===== config.mk =====
export PLATFORM = sky130hd
export DESIGN_NAME = univ_shift_reg
export DESIGN_NICKNAME = d
export VERILOG_FILES = /design/src/rtl/univ_shift_reg.sv
export SDC_FILE = /design/constraint.sdc
export NUM_CORES = 1
export LEC_CHECK = 0
export BUFFER_PORTS_ARGS = -buffer_cell sky130_fd_sc_hd__buf_2
export CAP_MARGIN = 15
export CORE_MARGIN = 5
export CORE_UTILIZATION = 48
export DETAILED_ROUTE_END_ITERATION = 8
export PLACE_DENSITY = 0.77
export REMOVE_ABC_BUFFERS = 1
export SLEW_MARGIN = 5
export SYNTH_ARGS = -nofsm -noshare
export SYNTH_HDL_FRONTEND = slang
export SYNTH_SLANG_ARGS = --single-unit

===== constraint.sdc =====
create_clock -name clk -period 1.7 [get_ports clk]
set_input_delay 0.255 -clock clk [delete_from_list [all_inputs] [get_ports clk]]
set_output_delay 0.255 -clock clk [all_outputs]
set_load 0.01 [all_outputs]

===== src/rtl/univ_shift_reg.sv =====
// Universal WIDTH-bit register: hold, shift right, shift left and parallel load,
// with synchronous clear, a saturating shift counter and a full-pass pulse.
module univ_shift_reg #(
  parameter int               WIDTH     = 8,
  parameter logic [WIDTH-1:0] RESET_VAL = '0,
  localparam int              CW        = $clog2(WIDTH + 1)
) (
  input  logic             clk,
  input  logic             reset_n,
  input  logic             clr,
  input  logic             en,
  input  logic [1:0]       mode,
  input  logic             sin_r,
  input  logic             sin_l,
  input  logic [WIDTH-1:0] d,
  output logic [WIDTH-1:0] q,
  output logic             sout,
  output logic [CW-1:0]    shift_cnt,
  output logic             pass_done
);

  typedef enum logic [1:0] {
    MODE_HOLD = 2'b00,
    MODE_SR   = 2'b01,
    MODE_SL   = 2'b10,
    MODE_LOAD = 2'b11
  } mode_e;

  logic [WIDTH-1:0] reg_q, reg_d;
  logic             sout_q, sout_d;
  logic [CW-1:0]    cnt_q, cnt_d;
  logic             done_q, done_d;
  logic             shift_now;

  function automatic logic [CW-1:0] sat_inc(input logic [CW-1:0] c);
    if (c == CW'(WIDTH)) return c;
    else                 return c + CW'(1);
  endfunction

  always_comb begin
    reg_d     = reg_q;
    sout_d    = sout_q;
    cnt_d     = cnt_q;
    done_d    = 1'b0;
    shift_now = 1'b0;
    if (clr) begin
      reg_d  = RESET_VAL;
      sout_d = 1'b0;
      cnt_d  = '0;
    end else if (en) begin
      unique case (mode_e'(mode))
        MODE_HOLD: ;
        MODE_SR: begin
          reg_d     = {sin_r, reg_q[WIDTH-1:1]};
          sout_d    = reg_q[0];
          shift_now = 1'b1;
        end
        MODE_SL: begin
          reg_d     = {reg_q[WIDTH-2:0], sin_l};
          sout_d    = reg_q[WIDTH-1];
          shift_now = 1'b1;
        end
        MODE_LOAD: begin
          reg_d = d;
          cnt_d = '0;
        end
        default: ;
      endcase
      // Pulse only on the shift that lands exactly on WIDTH, never while saturated.
      if (shift_now) begin
        cnt_d  = sat_inc(cnt_q);
        done_d = (cnt_q == CW'(WIDTH - 1));
      end
    end
  end

  always_ff @(posedge clk or negedge reset_n) begin
    if (!reset_n) begin
      reg_q  <= RESET_VAL;
      sout_q <= 1'b0;
      cnt_q  <= '0;
      done_q <= 1'b0;
    end else begin
      reg_q  <= reg_d;
      sout_q <= sout_d;
      cnt_q  <= cnt_d;
      done_q <= done_d;
    end
  end

  assign q         = reg_q;
  assign sout      = sout_q;
  assign shift_cnt = cnt_q;
  assign pass_done = done_q;

endmodule


==> metrics.cfg, run 1 <==
[outcome]
status = complete, no violations

[sta]
fin_crit_sh_pct = 87.44
fmax_mhz = 672.7
tns_ns = 0
final-setup-viol-count = 0
rsz0062_at_grt = no
fin_worst_skew_ns = 0.001779
worstMarginPinSlew_ns = 0.3842
max_slew_margin_pct = 74.04
slew_violations = 0
fin_crit_ns = 1.486
hold_violations = 0

[power]
switching_share_pct = 27.38
p_comb_share_pct = 19.2
intPower_w = 0.0005378
p_seq_share_pct = 48.0
ir_drop_mv = 0.4233
powerDensity_nw_per_um2 = 681.2
switching_power_w = 0.0002028
finalPower_w = 0.0007406
clock_power_share_pct = 32.7
p_leak_nw = 0.5295

[layout]
num-fill-cells = 167
drive_above_1_share_pct = 32.48
n_antenna_cell = 0
final_common_cell = buf_2
area_delta_synth_final_pct = 27.05
final_nets = 140
multiInputGateArea_um2 = 473.0
stdcell_area_um2 = 1087
most-common-layout-cells = buf_2 (29), dfrtp_1 (14), a21oi_1 (11)
seq_area_um2 = 350.3

[synthesis]
synth_top_family_by_area = compound AO/OA/AOI/OAI gates
synth_xor_area_share_pct = 0
synth_mux_area_share_pct = 1.170
synth_fa_ha_area_share_pct = 8.772
synth_cell_types = 25
async_reset_ff_share_pct = 100.0
yosys.area_share.simple_pct = 13.60
synthCells = 83
synth-edff-count = 0
synth_compound_area_share_pct = 31.73
ys_seq_area_share_pct = 40.94
synth_area_um2 = 855.8
ys_warn_count = 0
avgSynthCellArea_um2 = 10.31
ys_ff_latch = 14
ys.flop_type = dfrtp_1

[worst_setup_path]
crit_fanout = 5
critical_path_required_ns = 1.91
worstPathArrival_ns = 1.69
crit_path_end_kind = register
crit_type = register to register
critPathLaunchType = register

[floorplan]
ios = 30
die-area_um2 = 2727
row_count = 15
core_area_um2 = 1708
fp.dieH_um = 52.23
start_util_pct = 50.11
die_w_um = 52.23

[cts]
cts_max_level = 1
clock_sinks = 14
insertion_delay_ns = 0.28
clk_pin_slew_ns = 0.09
cts_root_buffer = clkbuf_4
numCtsBuffers = 3
postCtsSetupRepairBufs = 0
cts_tree = done
max-clock-path-buffers = 2

[global_route]
overflow = 0
grt_pass1_wl_um = 3415
grt_pass1_vias = 794
track_usage_pct = 16.55
antenna_found_initial = 0
grt_max_degree = 15

[routing]
drtAntennaViolNets = 0
via_per_inst = 5.514
dr_total_vias = 783
drt_iter0_drc = 17
drc = 0
first_pass_iters = 4
drt_wl_total_um = 2044
wl_per_cell_um = 14.39

[min_path]
holdCritPathClass = input port to register

[placement]
hpwl_um = 1555
place_congestion = 0.7845
placed_area_um2 = 1041
port_buffers = 29

[job]
drv_cap = 0

## cells in the mapped netlist, types with 2 or more instances
cell       count  area, um^2
nand3b_1       3       22.52
nor2_1         4       15.01
inv_1          5       18.77
o31ai_1        3       22.52
nor2b_1        2       12.51
a21oi_1       11       55.05
a22o_1         8       70.07
nand3_1        3       15.01
dfrtp_1       14       350.3
o2bb2ai_1      8       70.07
ha_1           6       75.07
nand2b_1       2       12.51
buf_2          2       10.01
## power groups by stage
stage	registers (W)	clock network [W]	logic [W]
6_report	0.000356	0.000242	0.000142
5_1_grt	0.000358	0.000262	0.000159
4_1_cts	0.000356	0.000245	0.000144
3_5_place_dp	0.000362	0	0.000142
3_3_place_gp	0.000361	0	0.000138
2_1_floorplan	0.000365	0	0.0000736
## sequential cells by signal, indices dropped and copies added (netlist names)
register   flops
pass_done      1
q              8
sout           1
shift_cnt      4
## stage by stage
step	std cells	util, %	setup WS, ns	hold slack (ns)
after global placement	137	60.95	0.1788	0.1674
after CTS	142	63.66	0.2322	0.2496
after global routing	142	63.66	0.07966	0.2585
after detailed placement	137	60.95	0.1127	0.1682
final	142	63.66	0.2136	0.2466
after floorplan	80	-	0.3119	-0.04059
## worst max-delay path: stages (launching register included)
cell and delay (ns):
dfrtp_1 0.44, inv_1 0.10, ha_1 0.20, nor4bb_1 0.41, o31ai_1 0.12, a21oi_1 0.15
## what timing repair did
item                                   in CTS  in global routing
gates resized for setup                     0                  0
endpoints found under the hold margin      14                  0
hold buffers                                1                  0
## kinds of logic after synthesis
| kind of cell | Yosys count |
|---|---|
| fa+ha+maj | 6 |
| buf+inv | 8 |
| mux | 1 |
| flops | 14 |
| compound gates | 36 |
| simple gates | 18 |
## cell type report
class                   count  share of cell area, %
well taps                  25                  2.877
repair buffers             33                  16.34
inverters                   5                  1.726
clock buffers               4                  3.337
flip-flops and latches     14                  32.22
multi-input cells          61                  43.50
## path summary, 6_finish.rpt
| path | slack (ns) | startpoint | depth (start not counted) | endpoint |
|---|---|---|---|---|
| worst max-delay path | 0.21 | shift_cnt[0] | 5 | shift_cnt[1] |
| worst min-delay path | 0.25 | sin_r | 3 | q[7] |
| worst max register to register | 0.21 | shift_cnt[0] | 5 | shift_cnt[1] |
| worst min register to register | 0.54 | q[2] | 1 | q[2] |
| max in group asynchronous | 1.07 | reset_n | 2 | shift_cnt[2] |
| min in group asynchronous | 0.39 | reset_n | 2 | q[7] |
## routing by layer
layer | part of all wire, % | GRT usage (%) | routed length, um | vias to the layer above
met5 | 0 | 0 | 0 | -
met4 | 1.5 | 6.809 | 30 | 0
met3 | 4.7 | 3.134 | 96 | 4
met2 | 47 | 25.94 | 970 | 19
met1 | 46 | 22.24 | 947 | 376
li1 | - | - | - | 384
(Power assumes the default switching activity.)
==> run 2: changes to the inputs <==
--- a/config.mk
+++ b/config.mk
@@ -7,10 +7,12 @@
 export LEC_CHECK = 0
 export BUFFER_PORTS_ARGS = -buffer_cell sky130_fd_sc_hd__buf_2
 export CAP_MARGIN = 15
+export CELL_PAD_IN_SITES_DETAIL_PLACEMENT = 1
+export CELL_PAD_IN_SITES_GLOBAL_PLACEMENT = 1
 export CORE_MARGIN = 5
-export CORE_UTILIZATION = 48
+export CORE_UTILIZATION = 36
 export DETAILED_ROUTE_END_ITERATION = 8
-export PLACE_DENSITY = 0.77
+export PLACE_DENSITY_LB_ADDON = 0.1
 export REMOVE_ABC_BUFFERS = 1
 export SLEW_MARGIN = 5
 export SYNTH_ARGS = -nofsm -noshare
==> metrics.cfg, run 2 (same netlist as run 1, synthesis figures left out) <==
[outcome]
status = complete, no violations

[global_route]
grt.met3_usage_pct = 3.289  ; +0.16 points
busiest_layer = met2
antenna_found_initial = 0  ; unchanged
track_usage_pct = 15.25  ; -1.3 points
grt_max_degree = 15  ; unchanged
grtUsageMet2_pct = 23.50  ; -2.4 points
grt_pass1_vias = 823  ; +3.7%
grt_use_met1_pct = 21.12  ; -1.1 points
overflow = 0  ; unchanged
grt_pass1_wl_um = 4002  ; +17%

[power]
powerDensity_nw_per_um2 = 695.1  ; +2.1%
ir_drop_mv = 0.3751  ; -11%
p_leak_nw = 0.5295  ; unchanged

[layout]
stdcell_area_um2 = 1091  ; +0.35%
largest_register_ffs = 8  ; unchanged
n_antenna_cell = 0  ; unchanged
most-common-layout-cells = buf_2 (29), dfrtp_1 (14), a21oi_1 (11)
area_delta_synth_final_pct = 27.49
drive_above_1_share_pct = 32.48  ; unchanged
final_common_cell = buf_2
final_nets = 140  ; unchanged
num-fill-cells = 276  ; +65%

[cts]
clk_pin_slew_ns = 0.10  ; about the same
max-clock-path-buffers = 2  ; unchanged
numCtsBuffers = 3  ; unchanged
insertion_delay_ns = 0.29  ; about the same
cts_tree = done
clock_sinks = 14  ; unchanged
cts.repair.resized = 0  ; unchanged
cts_root_buffer = clkbuf_4
cts_max_level = 1  ; unchanged

[routing]
drtAntennaViolNets = 0  ; unchanged
wl_per_cell_um = 16.56  ; +15%
drt_iter0_drc = 13  ; -4
via_per_inst = 5.517  ; about the same
first_pass_iters = 4  ; unchanged
drt_wl_total_um = 2401  ; +17%
drc = 0  ; unchanged
dr_total_vias = 800  ; +2.2%

[worst_setup_path]
r2r-end = shift_cnt[1]
crit_path_end_kind = register
r2r_cells = 5  ; unchanged
reg2reg_from = shift_cnt[0]
worstPathArrival_ns = 1.70  ; about the same
crit_fanout = 5  ; unchanged
critical_path_required_ns = 1.93  ; +0.02 ns
crit_type = register to register
r2r_setup_slack_ns = 0.23  ; +0.02 ns
critPathLaunchType = register

[sta]
fin_crit_ns = 1.470  ; -0.01663 ns
fin_worst_skew_ns = 0.006862  ; +0.005083 ns
fin_crit_sh_pct = 86.46  ; -0.98 points
slew_violations = 0  ; unchanged
worstMarginPinSlew_ns = 0.3479  ; -0.03633 ns
final-setup-viol-count = 0  ; unchanged
tns_ns = 0  ; unchanged
fmax_mhz = 680.4  ; +1.1%
hold_violations = 0  ; unchanged
max_slew_margin_pct = 76.49  ; +2.5 points
rsz0062_at_grt = no

[min_path]
hold_path_depth = 3  ; unchanged
min_from = sin_r
min_to = q[7]
holdCritPathClass = input port to register

[job]
drv_cap = 0  ; unchanged

[floorplan]
core_area_um2 = 2233  ; +31%
ios = 30  ; unchanged
die_w_um = 58.76  ; +13%
start_util_pct = 38.32  ; -12 points
die-area_um2 = 3452  ; +27%
fp.dieH_um = 58.76  ; +13%
row_count = 17  ; +2

[placement]
place_congestion = 0.7617  ; -2.9%
port_buffers = 29  ; unchanged
hpwl_um = 1863  ; +20%
placed_area_um2 = 1045  ; +0.36%

==> run 2: worst max-delay path by stage <==
| stage | start | endpoint | slack [ns] | cells after the start |
|---|---|---|---|---|
| 2_1_floorplan | mode[0] | q[0] | 0.31 | 4 |
| 3_3_place_gp | mode[0] | shift_cnt[3] | 0.14 | 6 |
| 3_5_place_dp | mode[0] | shift_cnt[3] | 0.07 | 6 |
| 4_1_cts | shift_cnt[0] | shift_cnt[1] | 0.23 | 5 |
| 5_1_grt | shift_cnt[0] | shift_cnt[1] | 0.09 | 5 |
| 6_report | shift_cnt[0] | shift_cnt[1] | 0.23 | 5 |
==> run 2: layout make-up <==
cell class	instances	area [um^2]	share of cell area [%]
Tap cell	28	35.03	3.211
Sequential cell	14	350.3	32.11
Timing Repair Buffer	33	177.7	16.28
Clock buffer	4	36.28	3.326
Inverter	5	18.77	1.720
Multi-Input combinational cell	61	473.0	43.35
==> run 2: power by group <==
group          switching, W  internal (W)  total, W
Sequential        0.0000123      0.000344  0.000356
Clock              0.000126      0.000130  0.000257
Combinational     0.0000817     0.0000642  0.000146
Total              0.000220      0.000538  0.000758
==> run 2: worst max-delay path, stage by stage, from the launching register on <==
cell and delay (ns):
dfrtp_1 0.44, inv_1 0.10, ha_1 0.20, nor4bb_1 0.38, o31ai_1 0.13, a21oi_1 0.15
==> run 2: stage by stage <==
step	setup slack (ns)	power [W]	utilization, %	hold slack [ns]	instances
global placement	0.1356	0.0005038	46.78	0.1786	140
CTS	0.2343	0.0007728	48.85	0.2380	145
global route	0.09161	0.0008059	48.85	0.2387	145
floorplan	0.3119	0.0004387	-	-0.04059	80
finish	0.2302	0.0007584	48.85	0.2385	145
detailed placement	0.06715	0.0005091	46.78	0.1782	140
==> run 2: repair_timing <==
action,CTS,global route
setup endpoints to repair,0,0
endpoints found under the hold margin,14,0
hold buffers,1,0
setup buffers,0,0
==> run 2: layer usage <==
metal	up-vias	share of wire (%)
met5	-	0
met4	0	0.96
met3	2	5.1
met2	19	48
met1	394	46
li1	385	-
==> run 3: changes to the inputs <==
--- a/config.mk
+++ b/config.mk
@@ -10,7 +10,7 @@
 export CELL_PAD_IN_SITES_DETAIL_PLACEMENT = 1
 export CELL_PAD_IN_SITES_GLOBAL_PLACEMENT = 1
 export CORE_MARGIN = 5
-export CORE_UTILIZATION = 36
+export CORE_UTILIZATION = 39
 export DETAILED_ROUTE_END_ITERATION = 8
 export PLACE_DENSITY_LB_ADDON = 0.1
 export REMOVE_ABC_BUFFERS = 1
==> constraint.sdc (replaced) <==
create_clock -name clk -period 1.86 [get_ports clk]
set_input_delay 0.279 -clock clk [delete_from_list [all_inputs] [get_ports clk]]
set_output_delay 0.279 -clock clk [all_outputs]
set_load 0.01 [all_outputs]
==> metrics.cfg, run 3 (same netlist as run 1, synthesis figures left out) <==
[layout]
postLayoutCoreUtil_pct = 50.79  ; +1.9 points
n_antenna_cell = 0  ; unchanged
finalNonFillerCells = 145  ; unchanged
largest_register_ffs = 8  ; unchanged
num-fill-cells = 266  ; -3.6%
drive_above_1_share_pct = 32.48  ; unchanged
final_nets = 140  ; unchanged
most-common-layout-cells = buf_2 (29), dfrtp_1 (14), a21oi_1 (11)
final_common_cell = buf_2
area_delta_synth_final_pct = 27.49  ; unchanged

[cts]
insertion_delay_ns = 0.27  ; -0.02 ns
cts_root_buffer = clkbuf_4
cts_max_level = 1  ; unchanged
cts_tree = done
clk_pin_slew_ns = 0.09  ; about the same
numCtsBuffers = 3  ; unchanged
max-clock-path-buffers = 2  ; unchanged
cts.repair.resized = 0  ; unchanged
clock_sinks = 14  ; unchanged
postCtsSetupRepairBufs = 0  ; unchanged

[global_route]
grt_pass1_vias = 815  ; -0.97%
track_usage_pct = 14.57  ; -0.68 points
grt_max_degree = 15  ; unchanged
antenna_found_initial = 0  ; unchanged
grt_pass1_wl_um = 3726  ; -6.9%
overflow = 0  ; unchanged

[routing]
drtAntennaViolNets = 0  ; unchanged
wl_per_cell_um = 15.40  ; -7.0%
drt_wl_total_um = 2233  ; -7.0%
dr_total_vias = 806  ; +0.75%
via_per_inst = 5.559  ; +0.75%
drc = 0  ; unchanged
first_pass_iters = 4  ; unchanged
drt_iter0_drc = 11  ; -2

[worst_setup_path]
cpMaxStageDelayCell = dfrtp_1
crit_path_end_kind = register
crit_fanout = 5  ; unchanged
crit_type = register to register
crit_family = flip-flops
reg2reg_from = shift_cnt[0]
slowest_delay_ns = 0.43  ; about the same
critPathLaunchType = register
critical_path.startpoint = shift_cnt[0]
critical_path_required_ns = 2.06  ; +0.13 ns
worstPathCellList = inv_1 > ha_1 > nor4bb_1 > o31ai_1 > a21oi_1
worstPathArrival_ns = 1.67  ; -0.03 ns
critPathBufInv = 1  ; unchanged

[power]
p_seq_share_pct = 48.3  ; +1.4 points
ir_drop_mv = 0.3219  ; -14%
clock_power_share_pct = 31.9  ; -2.0 points
powerDensity_nw_per_um2 = 616.0  ; -11%
switching_share_pct = 26.88  ; -2.2 points
intPower_w = 0.0004914  ; -8.7%
switching_power_w = 0.0001807  ; -18%
p_comb_share_pct = 19.8  ; +0.6 points
p_leak_nw = 0.5295  ; unchanged

[sta]
fin_worst_skew_ns = 0.0007453  ; -0.006117 ns
fin_crit_sh_pct = 79.11  ; -7.3 points
setup_slack_ns = 0.3885  ; +0.1583 ns
final-setup-viol-count = 0  ; unchanged
tns_ns = 0  ; unchanged
hold_ws_ns = 0.2926  ; +0.05402 ns
worstMarginPinSlew_ns = 0.3717  ; +0.02383 ns
fmax_mhz = 679.6  ; -0.12%
fin_crit_ns = 1.472  ; +0.001692 ns
max_slew_margin_pct = 74.88  ; -1.6 points
rsz0062_at_grt = no
hold_violations = 0  ; unchanged
slew_violations = 0  ; unchanged

[floorplan]
fp.dieH_um = 56.85  ; -3.3%
start_util_pct = 39.84  ; +1.5 points
die_w_um = 56.85  ; -3.3%
row_count = 17  ; unchanged
die-area_um2 = 3231  ; -6.4%
ios = 30  ; unchanged
core_area_um2 = 2148  ; -3.8%

[placement]
pre_cts_ws_ns = 0.2187  ; +0.1515 ns
port_buffers = 29  ; unchanged
hpwl_um = 1736  ; -6.8%
place_congestion = 0.7479  ; -1.8%
placed_cells = 140  ; unchanged

[min_path]
min_from = sin_r
holdCritPathClass = input port to register

[job]
drv_cap = 0  ; unchanged

[outcome]
status = complete, no violations

## run 3: cell counts in the layout (fill, tap and decap cells not counted)
Identical to the previous run, type by type.
## run 3: power by group through the flow
stage                     clock (W)  sequential, W  combinational (W)
after floorplan                   0       0.000334          0.0000673
after global placement            0       0.000331           0.000129
after detailed placement          0       0.000331           0.000132
after CTS                  0.000224       0.000325           0.000134
after global routing       0.000241       0.000327           0.000148
final                      0.000215       0.000325           0.000133
## run 3: repair_timing
item,in CTS,in global routing
hold endpoints to repair,14,0
setup endpoints to repair,0,0
hold buffers,1,0
## run 3: cell type report
cell class | count | area, um^2 | area share, %
tap | 28 | 35.03 | 3.211
sequential | 14 | 350.3 | 32.11
multi-input combinational | 61 | 473.0 | 43.35
timing repair buffer | 33 | 177.7 | 16.28
clock buffer | 4 | 36.28 | 3.326
inverter | 5 | 18.77 | 1.720
## run 3: metal layers
layer  track usage, %  wire length [um]  vias up
met5                0                 0        -
met4            4.967                20        0
met3            2.989               107        2
met2            20.96              1036       20
met1            21.40              1069      397
li1                 -                 -      387
## run 3: worst paths after layout
path | endpoint | slack [ns] | cells after the start
hold / removal | q[7] | 0.29 | 3
hold reg to reg | q[1] | 0.56 | 1
min in group asynchronous | shift_cnt[2] | 0.42 | 2
max in group asynchronous | q[6] | 1.20 | 2
setup / recovery | shift_cnt[1] | 0.39 | 5
setup reg to reg | shift_cnt[1] | 0.39 | 5
## run 3: worst reg2reg max path, delay by kind of cell, from the launching register on
kind / cells / cell delay, ns
adder cells (fa/ha/maj): 1 / 0.20
flip-flops: 1 / 0.43
AND/OR/NAND/NOR: 1 / 0.40
AO/OA/AOI/OAI: 2 / 0.27
buffers and inverters: 1 / 0.09
## run 3: through the flow
stage | power, W | cell area, um^2
after floorplan | 0.0004010 | 842.1
after detailed placement | 0.0004632 | 1045
after CTS | 0.0006832 | 1091
final | 0.0006721 | 1091
after global routing | 0.0007162 | 1091
after global placement | 0.0004593 | 1045
